`src/rtl/countdown_timer_4_bit_if.sv`:
```
// Control and status bundle for the loadable countdown timer.
// master drives the controls; slave is the timer itself.
interface countdown_timer_4_bit_if #(
  parameter int WIDTH = 4
);
  logic             load;
  logic [WIDTH-1:0] load_val;
  logic             start;
  logic             pause;
  logic             stop;
  logic [WIDTH-1:0] out;
  logic             busy;
  logic             done;

  modport master (
    output load, load_val, start, pause, stop,
    input  out, busy, done
  );

  modport slave (
    input  load, load_val, start, pause, stop,
    output out, busy, done
  );
endinterface

```
`src/rtl/countdown_timer_4_bit.sv`:
```
// Loadable down-counting timer with start/pause/stop control and a one-cycle done pulse.
// Optional periodic mode: define COUNTDOWN_AUTORELOAD_EN to reload from reload_reg at terminal count.
module countdown_timer_4_bit #(
  parameter int WIDTH = 4
) (
  input  logic                     clk_out,
  input  logic                     rst,
  countdown_timer_4_bit_if.slave   bus
);

  typedef enum logic [1:0] {
    IDLE   = 2'd0,
    RUN    = 2'd1,
    PAUSED = 2'd2
  } state_t;

  state_t           state_q, state_d;
  logic [WIDTH-1:0] out_q, out_d;
  logic [WIDTH-1:0] reload_q, reload_d;
  logic             done_q, done_d;
  logic             busy_q, busy_d;

  // Every control input is resolved in the order stop > load > start/pause > decrement.
  always_comb begin
    // NOTE: every signal gets a default before the case so no path leaves it unassigned (no latch).
    state_d  = state_q;
    out_d    = out_q;
    reload_d = reload_q;
    done_d   = 1'b0;

    unique case (state_q)
      IDLE: begin
        if (bus.stop) begin
          state_d = IDLE;
        end else if (bus.load) begin
          out_d    = bus.load_val;
          reload_d = bus.load_val;
        end else if (bus.start) begin
          if (out_q != '0) begin
            state_d = RUN;
          end else begin
            done_d = 1'b1;  // zero-length timer expires immediately
          end
        end
      end

      RUN: begin
        if (bus.stop) begin
          state_d = IDLE;
        end else if (bus.load) begin
          out_d    = bus.load_val;
          reload_d = bus.load_val;
        end else if (bus.pause) begin
          state_d = PAUSED;
        end else if (out_q > WIDTH'(1)) begin
          out_d = out_q - WIDTH'(1);
        end else if (out_q == WIDTH'(1)) begin
`ifdef COUNTDOWN_AUTORELOAD_EN
          done_d = 1'b1;
          if (reload_q != '0) begin
            out_d = reload_q;
          end else begin
            out_d   = '0;
            state_d = IDLE;
          end
`else
          out_d   = '0;
          done_d  = 1'b1;
          state_d = IDLE;
`endif
        end else begin
          out_d   = '0;
          state_d = IDLE;
        end
      end

      PAUSED: begin
        if (bus.stop) begin
          state_d = IDLE;
        end else if (bus.load) begin
          out_d    = bus.load_val;
          reload_d = bus.load_val;
        end else if (!bus.pause) begin
          state_d = RUN;
        end
      end

      default: begin
        state_d = IDLE;
        out_d   = '0;
      end
    endcase

    busy_d = (state_d != IDLE);
  end

  // NOTE: sequential state uses non-blocking assignments so all registers update from pre-edge values.
  always_ff @(posedge clk_out or posedge rst) begin
    if (rst) begin
      state_q  <= IDLE;
      out_q    <= '0;
      reload_q <= '0;
      done_q   <= 1'b0;
      busy_q   <= 1'b0;
    end else begin
      state_q  <= state_d;
      out_q    <= out_d;
      reload_q <= reload_d;
      done_q   <= done_d;
      busy_q   <= busy_d;
    end
  end

  assign bus.out  = out_q;
  assign bus.busy = busy_q;
  assign bus.done = done_q;

endmodule

```
`src/flat_wrapper.sv`:
```
// flat-port wrapper written by rule: the top's interface ports become plain ports
module countdown_timer_4_bit_flat 
#(
  parameter int WIDTH = 4
)
  (clk_out, rst, bus_load, bus_load_val, bus_start, bus_pause, bus_stop, bus_out, bus_busy, bus_done);
  countdown_timer_4_bit_if #(.WIDTH(WIDTH)) bus_i ();
  input  logic clk_out;
  input  logic rst;
  input wire logic [$bits(bus_i.load)-1:0] bus_load;
  input wire logic [$bits(bus_i.load_val)-1:0] bus_load_val;
  input wire logic [$bits(bus_i.start)-1:0] bus_start;
  input wire logic [$bits(bus_i.pause)-1:0] bus_pause;
  input wire logic [$bits(bus_i.stop)-1:0] bus_stop;
  output wire logic [$bits(bus_i.out)-1:0] bus_out;
  output wire logic [$bits(bus_i.busy)-1:0] bus_busy;
  output wire logic [$bits(bus_i.done)-1:0] bus_done;
  assign bus_i.load = bus_load;
  assign bus_i.load_val = bus_load_val;
  assign bus_i.start = bus_start;
  assign bus_i.pause = bus_pause;
  assign bus_i.stop = bus_stop;
  assign bus_out = bus_i.out;
  assign bus_busy = bus_i.busy;
  assign bus_done = bus_i.done;
  countdown_timer_4_bit #(.WIDTH(WIDTH)) u_core (.clk_out(clk_out), .rst(rst), .bus(bus_i));
endmodule
```
`config.mk`:
```
export PLATFORM = sky130hd
export DESIGN_NAME = countdown_timer_4_bit_flat
export DESIGN_NICKNAME = d
export VERILOG_FILES = /design/src/rtl/countdown_timer_4_bit_if.sv /design/src/rtl/countdown_timer_4_bit.sv /design/src/flat_wrapper.sv
export SDC_FILE = /design/constraint.sdc
export NUM_CORES = 1
export LEC_CHECK = 0
export ABC_AREA = 1
export CORE_ASPECT_RATIO = 1.1
export CORE_MARGIN = 3
export CORE_UTILIZATION = 25
export DETAILED_ROUTE_END_ITERATION = 10
export GPL_TIMING_DRIVEN = 0
export HOLD_SLACK_MARGIN = 0.1
export PLACE_DENSITY_LB_ADDON = 0.08
export SETUP_SLACK_MARGIN = 0.2
export SYNTH_ARGS = -nofsm -noshare
export SYNTH_HDL_FRONTEND = slang
export SYNTH_SLANG_ARGS = --single-unit
```
`constraint.sdc`:
```
create_clock -name clk_out -period 1.5 [get_ports clk_out]
set_input_delay 0.375 -clock clk_out [delete_from_list [all_inputs] [get_ports clk_out]]
set_output_delay 0.375 -clock clk_out [all_outputs]
set_load 0.02 [all_outputs]
```
==> results, run 1 <==
- The run finished with clean final reports.
- After detailed routing, the number of vias per cell comes to 4.63.
- On the final layout, the worst clock skew is 0.00813 ns.
- The number of global-route vias before repair is 603.
- IR analysis of the VDD net gives a maximum drop of 0.728 mV.
- The depth of the CTS H-tree is 1.
- The top cell type by area accounts for 34.0% of the synthesized area.
- Counting the buffers created by CTS gives 3.
- After detailed routing, the number of remaining DRC violations is 0.
- By count the netlist is led by nand2_1, nor2_1, inv_1.
- Power spread over the standard cell area amounts to 998 mW/mm^2.
- The average instance area after synthesis is 7.26 sq um.
- In this run the count of I/O pins placed on the die edge is 16.
- In this run, synthesis inferred 0 flip-flops with an integrated enable.
- The clock tree from TritonCTS is done.
- The leakage dissipation is 0.414 nW.
- The first-pass GRT wire length is 2530 um.
- The largest net degree at the start of global routing is 9.
- The pin slew with the least headroom to its limit is 0.359 ns.
- The total global routing overflow is 0.
- Setup repair after global routing could not meet its margin everywhere.
- The clock period could shrink to 1.30 ns.
- The count of nets left with antenna violations after detail routing is 0.
- The critical path goes through inv_4, ha_4, o21ai_4, nand2_2, nor2_4, nor3_4, nor2_1.
- The most common cell in the netlist is nand2_1.
- For this run, the slowest stage of the critical path takes 0.45 ns.
- Ranked by total cell area, the synthesized netlist is headed by dfrtp_1, nand2_1, nor2_1, inv_1, ha_1.
- The final-report setup violation count is 0.
- The floorplan has 17 rows.
- Sequential elements use 34.0% of the synthesized area.
- For this design, the slowest cell found on the critical path is dfrtp_2.
- The region available for standard cell placement spans 0.00213 sq mm.
- The number of antenna diodes in the final layout is 0.
- Wires add up to 1580 um.
- Relative to the synthesized area, the layout overhead comes to 55.1%.
- The max-slew violation count is 0.
- The count of port buffers added during placement is 15.
- The global-route total usage across every layer is 11.2%.
- The first routing iteration left 2 violations.
- The routed layout has 621 vias.
- The HPWL after detailed placement is 1060 um.
- The die span in y is 56.9 um.
- The worst hold path class is in2async.
- The number of synthesized register bits is 8.
- After detailed routing, the average wire length per cell comes to 11.8 um.
- The synthesized netlist occupies a cell area of 588 sq um.
- For this configuration, the core starts out at a cell density of 27.6%.
- The post-layout instance area is 912 sq um.
- STA classifies the critical path startpoint as a flip-flop.
- The final number of hold-violating endpoints is 0.
- The most used flip-flop cell after synthesis is dfrtp_1.
- The clock input transition at the sequential cells of the worst setup and hold paths is 0.06 ns.
- The die span in x is 52.2 um.
- The endpoint type of the worst setup path is a flip-flop.
- The number of nets handed over by synthesis was 93.
- The cell count after synthesis came out at 81.
- The clock latency of the later-clocked register in the worst-skew pair is 0.25 ns.
- The most area-hungry cell type in the Yosys netlist is dfrtp_1.
- The instance area after placement is 776 sq um.
- For this run, the post-layout net count is 119.
- The initial antenna violation count was 0.
- The number of distinct library cell variants in the gate-level netlist after synthesis is 21.
- The critical setup path kind is reg2reg.
- For this run, the number of Yosys warnings is 0.
- For this design, the CTS-stage hold fixing added 0 buffers.
- The number of clock sinks is 8.
- The global placer's final weighted congestion is 0.779.
- Along the worst path, the maximum fanout reaches 5.
- For this run, the top clock speed supported by timing is 767 MHz.
- The clock passes through at most 2 buffers.
- The data arrival time of the worst path is 1.48 ns.
- Max-cap violations in this run came to 0.
- After synthesis, the share of flip-flops with an asynchronous set or reset is 100%.
- The first-pass iteration count of the detailed router is 4.
- The share of the cycle needed by the critical path after routing is 86.9%.
- The root buffer selected by CTS is clkbuf_4.
- The post-layout utilization of the core is 42.9%.
- The worst pin sits at a relative slew slack of 75.8%.
- The die covers 0.00297 sq mm.
- The fraction of final layout cells with drive strength greater than 1 is 41.5%.
- At the worst endpoint, the required time is 1.68 ns.
==> cell usage in the layout (no fill, tap or decap) <==
| cell | synthesis | routed |
|---|---|---|
| a21boi_0 | 2 | 2 |
| a21oi_1 | 3 | 3 |
| a21oi_2 | 2 | 2 |
| buf_2 | 0 | 4 |
| buf_4 | 0 | 6 |
| buf_6 | 1 | 1 |
| clkbuf_1 | 0 | 1 |
| clkbuf_2 | 0 | 1 |
| clkbuf_4 | 0 | 3 |
| clkdlybuf4s15_1 | 0 | 1 |
| clkdlybuf4s50_1 | 0 | 6 |
| dfrtp_1 | 8 | 5 |
| dfrtp_2 | 0 | 3 |
| dlygate4sd2_1 | 0 | 3 |
| ha_4 | 0 | 2 |
| inv_1 | 11 | 9 |
| inv_2 | 1 | 2 |
| inv_4 | 1 | 2 |
| nand2_1 | 14 | 11 |
| nand2_2 | 1 | 4 |
| nand2_4 | 1 | 1 |
| nand3_1 | 4 | 3 |
| nand3_2 | 0 | 1 |
| nor2_1 | 12 | 10 |
| nor2_2 | 4 | 3 |
| nor2_4 | 0 | 3 |
| nor3_1 | 5 | 2 |
| nor3_2 | 0 | 2 |
| nor3_4 | 0 | 1 |
| o211ai_1 | 2 | 2 |
| o21ai_0 | 4 | 3 |
| o21ai_1 | 1 | 1 |
| o21ai_2 | 1 | 1 |
| o21ai_4 | 0 | 1 |
| o21bai_4 | 1 | 1 |
==> final cells by class <==
| type | instances | area (sq um) |
|---|---|---|
| Sequential cell | 8 | 204 |
| Fill cell | 209 | 1210 |
| Inverter | 13 | 53.8 |
| Clock buffer | 4 | 26.3 |
| Timing Repair Buffer | 21 | 166 |
| Buffer | 1 | 11.3 |
| Tap cell | 28 | 35.0 |
| Multi-Input combinational cell | 59 | 415 |
==> per-layer routing <==
metal  track usage (%)  vias up  share of wire (%)  routed length [um]
li1                  -      312                  -                   -
met1              14.8      292                 46                 729
met2              16.5       15                 48                 765
met3              2.12        2                4.4                  70
met4              6.57        0               0.82                  13
met5                 0        -                  0                   0
==> metrics by stage <==
step           instances  total power, W  TNS (ns)  setup WS (ns)  hold slack (ns)
2_1_floorplan         81        0.000493         0          0.202            0.191
3_3_place_gp         124        0.000625     -1.16         -0.206            0.555
3_5_place_dp         124        0.000624     -1.14         -0.217            0.565
4_1_cts              132        0.000880         0          0.156            0.370
5_1_grt              134        0.000976         0          0.127            0.385
6_report             134        0.000910         0          0.197            0.364
==> timing repair <==
item                                    4_1_cts  5_1_grt
gates resized for setup                      38       10
endpoints found under the setup margin       13        9
buffers inserted                              4        2
pin swaps                                     3        3
gates cloned                                  0        0
==> path summary, 6_finish.rpt <==
path / from / to / slack, ns / cells past startpoint
max in group asynchronous: rst / u_core.bus.out[1] / 0.88 / 2
worst max register to register: u_core.bus.out[0] / u_core.bus.out[1] / 0.20 / 7
worst min-delay path: rst / u_core.bus.out[3] / 0.36 / 2
min in group clk_out: u_core.bus.out[1] / u_core.bus.out[1] / 0.59 / 2
worst max-delay path: u_core.bus.out[0] / u_core.bus.out[1] / 0.20 / 7
worst min register to register: u_core.bus.out[1] / u_core.bus.out[1] / 0.59 / 2
==> logic make-up (layout without fill, tap and decap cells) <==
| family | after synthesis | count (layout) | synth area share, % |
|---|---|---|---|
| buffers and inverters | 14 | 39 | 10.6 |
| AO/OA/AOI/OAI | 16 | 16 | 19.6 |
| AND/OR/NAND/NOR | 41 | 41 | 31.5 |
| adder cells (fa/ha/maj) | 2 | 2 | 4.25 |
| flip-flops | 8 | 8 | 34.0 |
==> sequential cells by signal, summed over array words and instances, names as in the netlist <==
| register | cells |
|---|---|
| u_core.bus.busy | 1 |
| u_core.state_q | 2 |
| u_core.bus.out | 4 |
| u_core.bus.done | 1 |
==> critical path: cells and delay by family, from the launching register on <==
kind | cells | cell delay, ns
flops | 1 | 0.45
simple gates | 4 | 0.38
fa+ha+maj | 1 | 0.18
compound gates | 1 | 0.17
buf+inv | 1 | 0.06
==> power by group <==
part	total [W]	internal (W)	switching, W
clock	0.000173	0.000102	0.0000715
sequential	0.000304	0.000254	0.0000501
combinational	0.000433	0.000191	0.000242
Power figures use the tool's default switching activity.
==> run 2: changes to the inputs <==
--- a/config.mk
+++ b/config.mk
@@ -14,6 +14,7 @@
 export HOLD_SLACK_MARGIN = 0.1
 export PLACE_DENSITY_LB_ADDON = 0.08
 export SETUP_SLACK_MARGIN = 0.2
+export SLEW_MARGIN = 20
 export SYNTH_ARGS = -nofsm -noshare
 export SYNTH_HDL_FRONTEND = slang
 export SYNTH_SLANG_ARGS = --single-unit
==> constraint.sdc (replaced) <==
create_clock -name clk_out -period 1.7 [get_ports clk_out]
set_input_delay 0.425 -clock clk_out [delete_from_list [all_inputs] [get_ports clk_out]]
set_output_delay 0.425 -clock clk_out [all_outputs]
set_load 0.02 [all_outputs]
==> run 2 against run 1 <==
Net effect: clock skew is 0.0030 ns higher; global-route usage is 0.059 points lower; register-to-register slack better by 0.14 ns; highest routed layer unchanged; clock-buffer cell count is 1 lower; via count is 6.6% lower; total power is 24% lower; largest power group unchanged.
==> results, run 2 (synthesized netlist as in run 1, its figures left out) <==
- The run finished with clean final reports.
- The HPWL after detailed placement is 1080 um (+1.6%).
- The endpoint type of the worst setup path is an output pin.
- The number of DRC markers in iteration 0 came to 12 (+10).
- The number of global-route vias before repair is 532 (-12%).
- The total global routing overflow is 0 (unchanged).
- The first-pass GRT wire length was 2450 um (-3.0%).
- The via count is 580 (-6.6%).
- The origin of the critical flop-to-flop path is u_core.bus.out[0].
- The clock tree from TritonCTS is done.
- On the critical path, the stage with the largest delay is an instance of dfrtp_1.
- The worst hold path belongs to the class in2async.
- The flip-flop count of the largest register, all copies and words added is 4 (unchanged).
- The total length of routed met3 wires is 92 um (+31%).
- The maximum VDD drop is 0.686 mV (-5.7%).
- The global-route total usage across every layer is 11.1% (-0.059 points).
- The total of fill cells in the finished design was 245 (+17%).
- The smallest hold slack came to 0.405 ns (+0.0413 ns).
- The final number of hold-violating endpoints is 0 (unchanged).
- The depth of the CTS H-tree is 1 (unchanged).
- The via count normalized by instance count was 4.50 (-3.0%).
- The net count reported at finish was 115 (-3.4%).
- The most critical setup path has its startpoint at u_core.bus.out[1].
- The max capacitance violation total is 0 (unchanged).
- The clock input transition at the sequential cells of the worst setup and hold paths is 0.06 ns (about the same).
- The power density over the cells is 842 mW/mm^2 (-16%).
- The total I/O pin count is 16 (unchanged).
- The number of buffers inserted during clock tree synthesis was 3 (unchanged).
- The leakage dissipation is 0.402 nW (-2.9%).
- The die span in x came to 52.2 um (unchanged).
- The buffer and inverter count on the worst path came to 1 (unchanged).
- The smallest clock period supported by the final layout is computed as 1.44 ns.
- Setup repair after global routing could not meet its margin everywhere.
- Walking the worst path, the cells encountered are dlygate4sd2_1.
- The post-layout instance area is 823 sq um (-9.7%).
- The count of port buffers added during placement was 15 (unchanged).
- The detailed-route wire length came to 1420 um (-10%).
- The total inserted antenna cells is 0 (unchanged).
- The launching element type of the critical path is a flip-flop.
- The buffer depth of the longest clock path is 2 (unchanged).
- The die span in y came to 56.9 um (unchanged).
- The detailed-routed wire length on met2 is 652 um (-15%).
- The share of the cycle needed by the critical path after routing is 84.5%.
- The final clock skew is 0.0111 ns (+0.00296 ns).
- The topmost layer with routed signal wires is met4.
- The initial antenna violation count is 0 (unchanged).
- The critical path is of the reg2out type.
- The final-report setup violation count was 0 (unchanged).
- The pin slew with the least headroom to its limit was 0.332 ns (-0.0267 ns).
- The DRC violation count after routing is 0 (unchanged).
- The data arrival time of the worst path was 1.01 ns (-0.47 ns).
- The floorplan row count is 17 (unchanged).
- The fraction of final layout cells with drive strength greater than 1 is 25.7% (-16 points).
- The worst-case headroom to the max-slew limit is 77.8% (+2.0 points).
- The required time of the worst setup path is 1.27 ns (-0.41 ns).
- The first-pass iteration count of the detailed router is 4 (unchanged).
- The area of the placeable core is 0.00213 sq mm (unchanged).
- The tree is rooted in a clkbuf_4.
- The area growth from synthesis to layout is 40.0%.
- The global placer's final weighted congestion is 0.810 (+4.0%).
- The maximum fanout count along the critical path is 4 (-1).
- The effective utilization at floorplan is 27.6% (unchanged).
- The routed wire length per instance is 11.0 um (-6.8%).
- The top cell types in the final layout, fill and taps aside, are nand2_1, inv_1, nor2_1.
- The most common library cell in the layout ignoring fill and taps is nand2_1.
- The max-slew violation count came to 0 (unchanged).
- The area of the die is 0.00297 sq mm (unchanged).
- The count of nets left with antenna violations after detail routing is 0 (unchanged).
- The clock latency of the later-clocked register in the worst-skew pair came to 0.27 ns (+0.02 ns).
- The number of clock sinks is 8 (unchanged).
- The hold buffer count at cts was 0 (unchanged).
- The maximum clock frequency is 696 MHz.
- The cell type group with the largest total delay on the critical path is flip-flops.
- The instance area after placement is 773 sq um (-0.32%).
- The longest individual stage delay on the worst path is 0.41 ns (-0.04 ns).
- The largest net degree at the start of global routing came to 11 (+2).
- The sum of routed wire segments on met1 is 651 um (-11%).
[run 2: cell count changes in the layout (fill, tap and decap cells not counted), sizes merged]
cell	previous run	this run
dlymetal6s2s	0	1
clkdlybuf4s50	6	8
buf	11	3
[run 2: layout make-up]
type                            count  area, sq um  share of cell area [%]
Timing Repair Buffer               17          154                    18.7
Clock buffer                        3         22.5                    2.74
Sequential cell                     8          200                    24.3
Multi-Input combinational cell     59          349                    42.4
Tap cell                           28         35.0                    4.26
Inverter                           13         51.3                    6.23
Buffer                              1         11.3                    1.37
[run 2: path summary, 6_finish.rpt]
check                               endpoint  slack (ns)  cells past startpoint
max                               bus_out[1]        0.26                      1
min                        u_core.state_q[0]        0.41                      2
max reg2reg                  u_core.bus.busy        0.34                      7
min reg2reg                u_core.bus.out[1]        0.58                      2
max in group asynchronous    u_core.bus.busy        1.04                      2
min in group clk_out       u_core.bus.out[1]        0.58                      2
[run 2: through the flow]
step / setup TNS (ns) / power, W / instances / util (%) / setup slack (ns)
2_1_floorplan: 0 / 0.000432 / 81 / - / 0.319
3_3_place_gp: -0.156 / 0.000547 / 124 / 36.4 / -0.0400
3_5_place_dp: -0.129 / 0.000547 / 124 / 36.4 / -0.0469
4_1_cts: 0 / 0.000686 / 127 / 37.1 / 0.191
5_1_grt: 0 / 0.000750 / 129 / 38.7 / 0.172
6_report: 0 / 0.000693 / 129 / 38.7 / 0.263
[run 2: where the power goes]
part	total [W]	switching [W]	internal [W]
Combinational	0.000274	0.000160	0.000113
Sequential	0.000262	0.0000416	0.000220
Clock	0.000158	0.0000764	0.0000816
Total	0.000693	0.000278	0.000415
[run 2: repair_timing]
action,CTS,global route
pin swaps,0,1
buffers inserted,0,2
endpoints found under the setup margin,6,10
resized for setup,6,12
[run 2: routing by layer]
metal	track usage, %	vias up
li1	-	301
met2	16.0	15
met3	4.77	4
met5	0	-
met4	3.28	0
met1	15.0	260
==> run 3: changes to the inputs <==
==> constraint.sdc (replaced) <==
create_clock -name clk_out -period 1.4 [get_ports clk_out]
set_input_delay 0.35 -clock clk_out [delete_from_list [all_inputs] [get_ports clk_out]]
set_output_delay 0.35 -clock clk_out [all_outputs]
set_load 0.02 [all_outputs]
==> run 3 against run 2 <==
Net effect: total power grew 46%; clock-buffer cell count grew 1; combinational power grew 81%; sequential share of layout area shrank 3.1 points; critical path type is now reg2reg; largest cell class unchanged.
==> results, run 3 (synthesized netlist as in run 1, its figures left out) <==
- The flow ran to the end, and the final reports show no timing, DRC or antenna violations.
- The total global routing overflow is 0 (unchanged).
- The largest net degree at the start of global routing is 9 (-2).
- The routed wire length per instance is 11.6 um (+5.2%).
- The area of the placeable core came to 0.00213 sq mm (unchanged).
- The count of nets left with antenna violations after detail routing was 0 (unchanged).
- The max-slew violation count was 0 (unchanged).
- The final clock skew is 0.00968 ns (-0.00141 ns).
- The cell-internal power is 0.000624 W (+50%).
- The effective utilization at floorplan is 27.6% (unchanged).
- The global-route total usage across every layer was 12.0% (+0.85 points).
- The worst path needs 1.26 ns of the cycle, external delays included.
- The net load switching power is 0.000391 W (+40%).
- The area of the die is 0.00297 sq mm (unchanged).
- The number of buffers inserted during clock tree synthesis is 3 (unchanged).
- The HPWL after detailed placement is 1160 um (+7.2%).
- The maximum VDD drop is 0.457 mV (-33%).
- The final number of hold-violating endpoints is 0 (unchanged).
- The floorplan row count is 17 (unchanged).
- The maximum fanout count along the critical path came to 5 (+1).
- The global placer's final weighted congestion is 0.757 (-6.5%).
- The number of DRC markers in iteration 0 was 10 (-2).
- The master of the slowest instance on the critical path is dfrtp_2.
- Setup repair after global routing could not meet its margin everywhere.
- The depth of the CTS H-tree is 1 (unchanged).
- The worst path uses 89.8% of the clock period.
- The via count is 605 (+4.3%).
- The area growth from synthesis to layout is 65.3%.
- The detailed-route wire length is 1590 um (+13%).
- The instance area after placement came to 795 sq um (+2.8%).
- The initial antenna violation count is 0 (unchanged).
- The path class of the tightest hold or removal check is in2async.
- The clock share of power was 18.1% (-4.7 points).
- The clock input transition at the sequential cells of the worst setup and hold paths came to 0.06 ns (about the same).
- The origin of the critical flop-to-flop path is u_core.bus.out[0].
- The hold buffer count at cts is 0 (unchanged).
- The worst-case headroom to the max-slew limit was 79.2% (+1.4 points).
- The total inserted antenna cells is 0 (unchanged).
- The data arrival time of the worst path came to 1.44 ns (+0.43 ns).
- The clock latency of the later-clocked register in the worst-skew pair came to 0.25 ns (-0.02 ns).
- The die span in y came to 56.9 um (unchanged).
- The post-layout instance area is 972 sq um (+18%).
- The top cell types in the final layout, fill and taps aside, are nand2_1, buf_4, inv_1, nor2_1, nor2_2.
- The flip-flop count of the largest register, all copies and words added was 4 (unchanged).
- The setup total negative slack is 0 ns (unchanged).
- For this run, the top clock speed supported by timing is 795 MHz.
- The leakage dissipation is 0.445 nW (+11%).
- The launching element type of the critical path is a flip-flop.
- The required time of the worst setup path is 1.58 ns (+0.31 ns).
- The first-pass iteration count of the detailed router is 4 (unchanged).
- The max capacitance violation total is 0 (unchanged).
- The via count normalized by instance count was 4.38 (-2.5%).
- The count of port buffers added during placement is 15 (unchanged).
- In this run the clock root is driven by a clkbuf_4.
- The power density over the cells is 1040 mW/mm^2 (+24%).
- The DRC violation count after routing is 0 (unchanged).
- The die span in x was 52.2 um (unchanged).
- The net count reported at finish is 123 (+7.0%).
- The part of the total power dissipated in sequential elements is 33.1% (-4.7 points).
- The endpoint type of the worst setup path is a flip-flop.
- The fraction of final layout cells with drive strength greater than 1 was 52.7% (+27 points).
- The number of global-route vias before repair is 580 (+9.0%).
- The longest individual stage delay on the worst path was 0.43 ns (+0.02 ns).
- The first-pass GRT wire length is 2620 um (+6.8%).
- The number of clock sinks is 8 (unchanged).
- The buffer depth of the longest clock path was 2 (unchanged).
- The pin slew with the least headroom to its limit is 0.311 ns (-0.0210 ns).
- Traced cell by cell, the critical path runs through inv_2, ha_4, o21ai_4, nand2_2, nor2_2, nor3_2, nor2_1.
- The final-report setup violation count was 0 (unchanged).
- The total I/O pin count was 16 (unchanged).
- The worst setup path startpoint is u_core.bus.out[0].
- The smallest hold slack came to 0.340 ns (-0.0654 ns).
- The switching part of the total is 38.5% (-1.7 points).
- The worst setup path is of the reg2reg kind.
- The proportion of power drawn by combinational gates is 48.8% (+9.3 points).
- The clock tree from TritonCTS is done.
==> run 3: worst paths after layout <==
path,end,slack (ns),cells after the start
max,u_core.bus.out[1],0.14,7
min,u_core.bus.out[0],0.34,2
max reg2reg,u_core.bus.out[1],0.14,7
min reg2reg,u_core.bus.out[0],0.63,2
max in group asynchronous,u_core.state_q[0],0.79,2
min in group clk_out,u_core.bus.done,0.56,5
==> run 3: timing repair <==
item	in CTS	in global routing
pin swaps	5	9
endpoints found under the setup margin	13	11
gates resized for setup	44	17
setup buffers	8	2
==> run 3: critical path: cells and delay by family (launching register included) <==
kind                       cells  cell delay (ns)
DFF                            1             0.43
and+or+nand+nor                4             0.34
adders and majority gates      1             0.18
AOI/OAI and AO/OA              1             0.17
buffers and inverters          1             0.07
==> run 3: metal layers <==
metal	GRT usage, %	up-vias	share of wire (%)
met2	17.2	7	47
li1	-	322	-
met3	2.39	2	2.2
met1	16.4	274	49
met4	6.57	0	1.3
met5	0	-	0
==> run 3: layout make-up <==
| class | count | area, sq um |
|---|---|---|
| plain buffers | 1 | 11.3 |
| repair buffers | 25 | 209 |
| flip-flops and latches | 8 | 206 |
| multi-input cells | 59 | 430 |
| clock buffers | 4 | 26.3 |
| well taps | 28 | 35.0 |
| inverters | 13 | 53.8 |
| fillers | 233 | 1150 |
==> run 3: per-stage QoR <==
| step | util, % | std cells | power (W) | setup slack, ns |
|---|---|---|---|---|
| after CTS | 42.4 | 136 | 0.000950 | 0.123 |
| after detailed placement | 37.4 | 124 | 0.000699 | -0.293 |
| after floorplan | - | 81 | 0.000553 | 0.210 |
| after global placement | 37.4 | 124 | 0.000698 | -0.295 |
| final | 45.7 | 138 | 0.00102 | 0.143 |
| after global routing | 45.7 | 138 | 0.00110 | 0.0518 |
==> run 3: power by group through the flow <==
stage               Sequential (W)  Clock [W]  Combinational (W)
floorplan                 0.000360          0           0.000194
global placement          0.000327          0           0.000370
detailed placement        0.000328          0           0.000371
CTS                       0.000326   0.000196           0.000428
global route              0.000342   0.000211           0.000542
finish                    0.000336   0.000184           0.000495
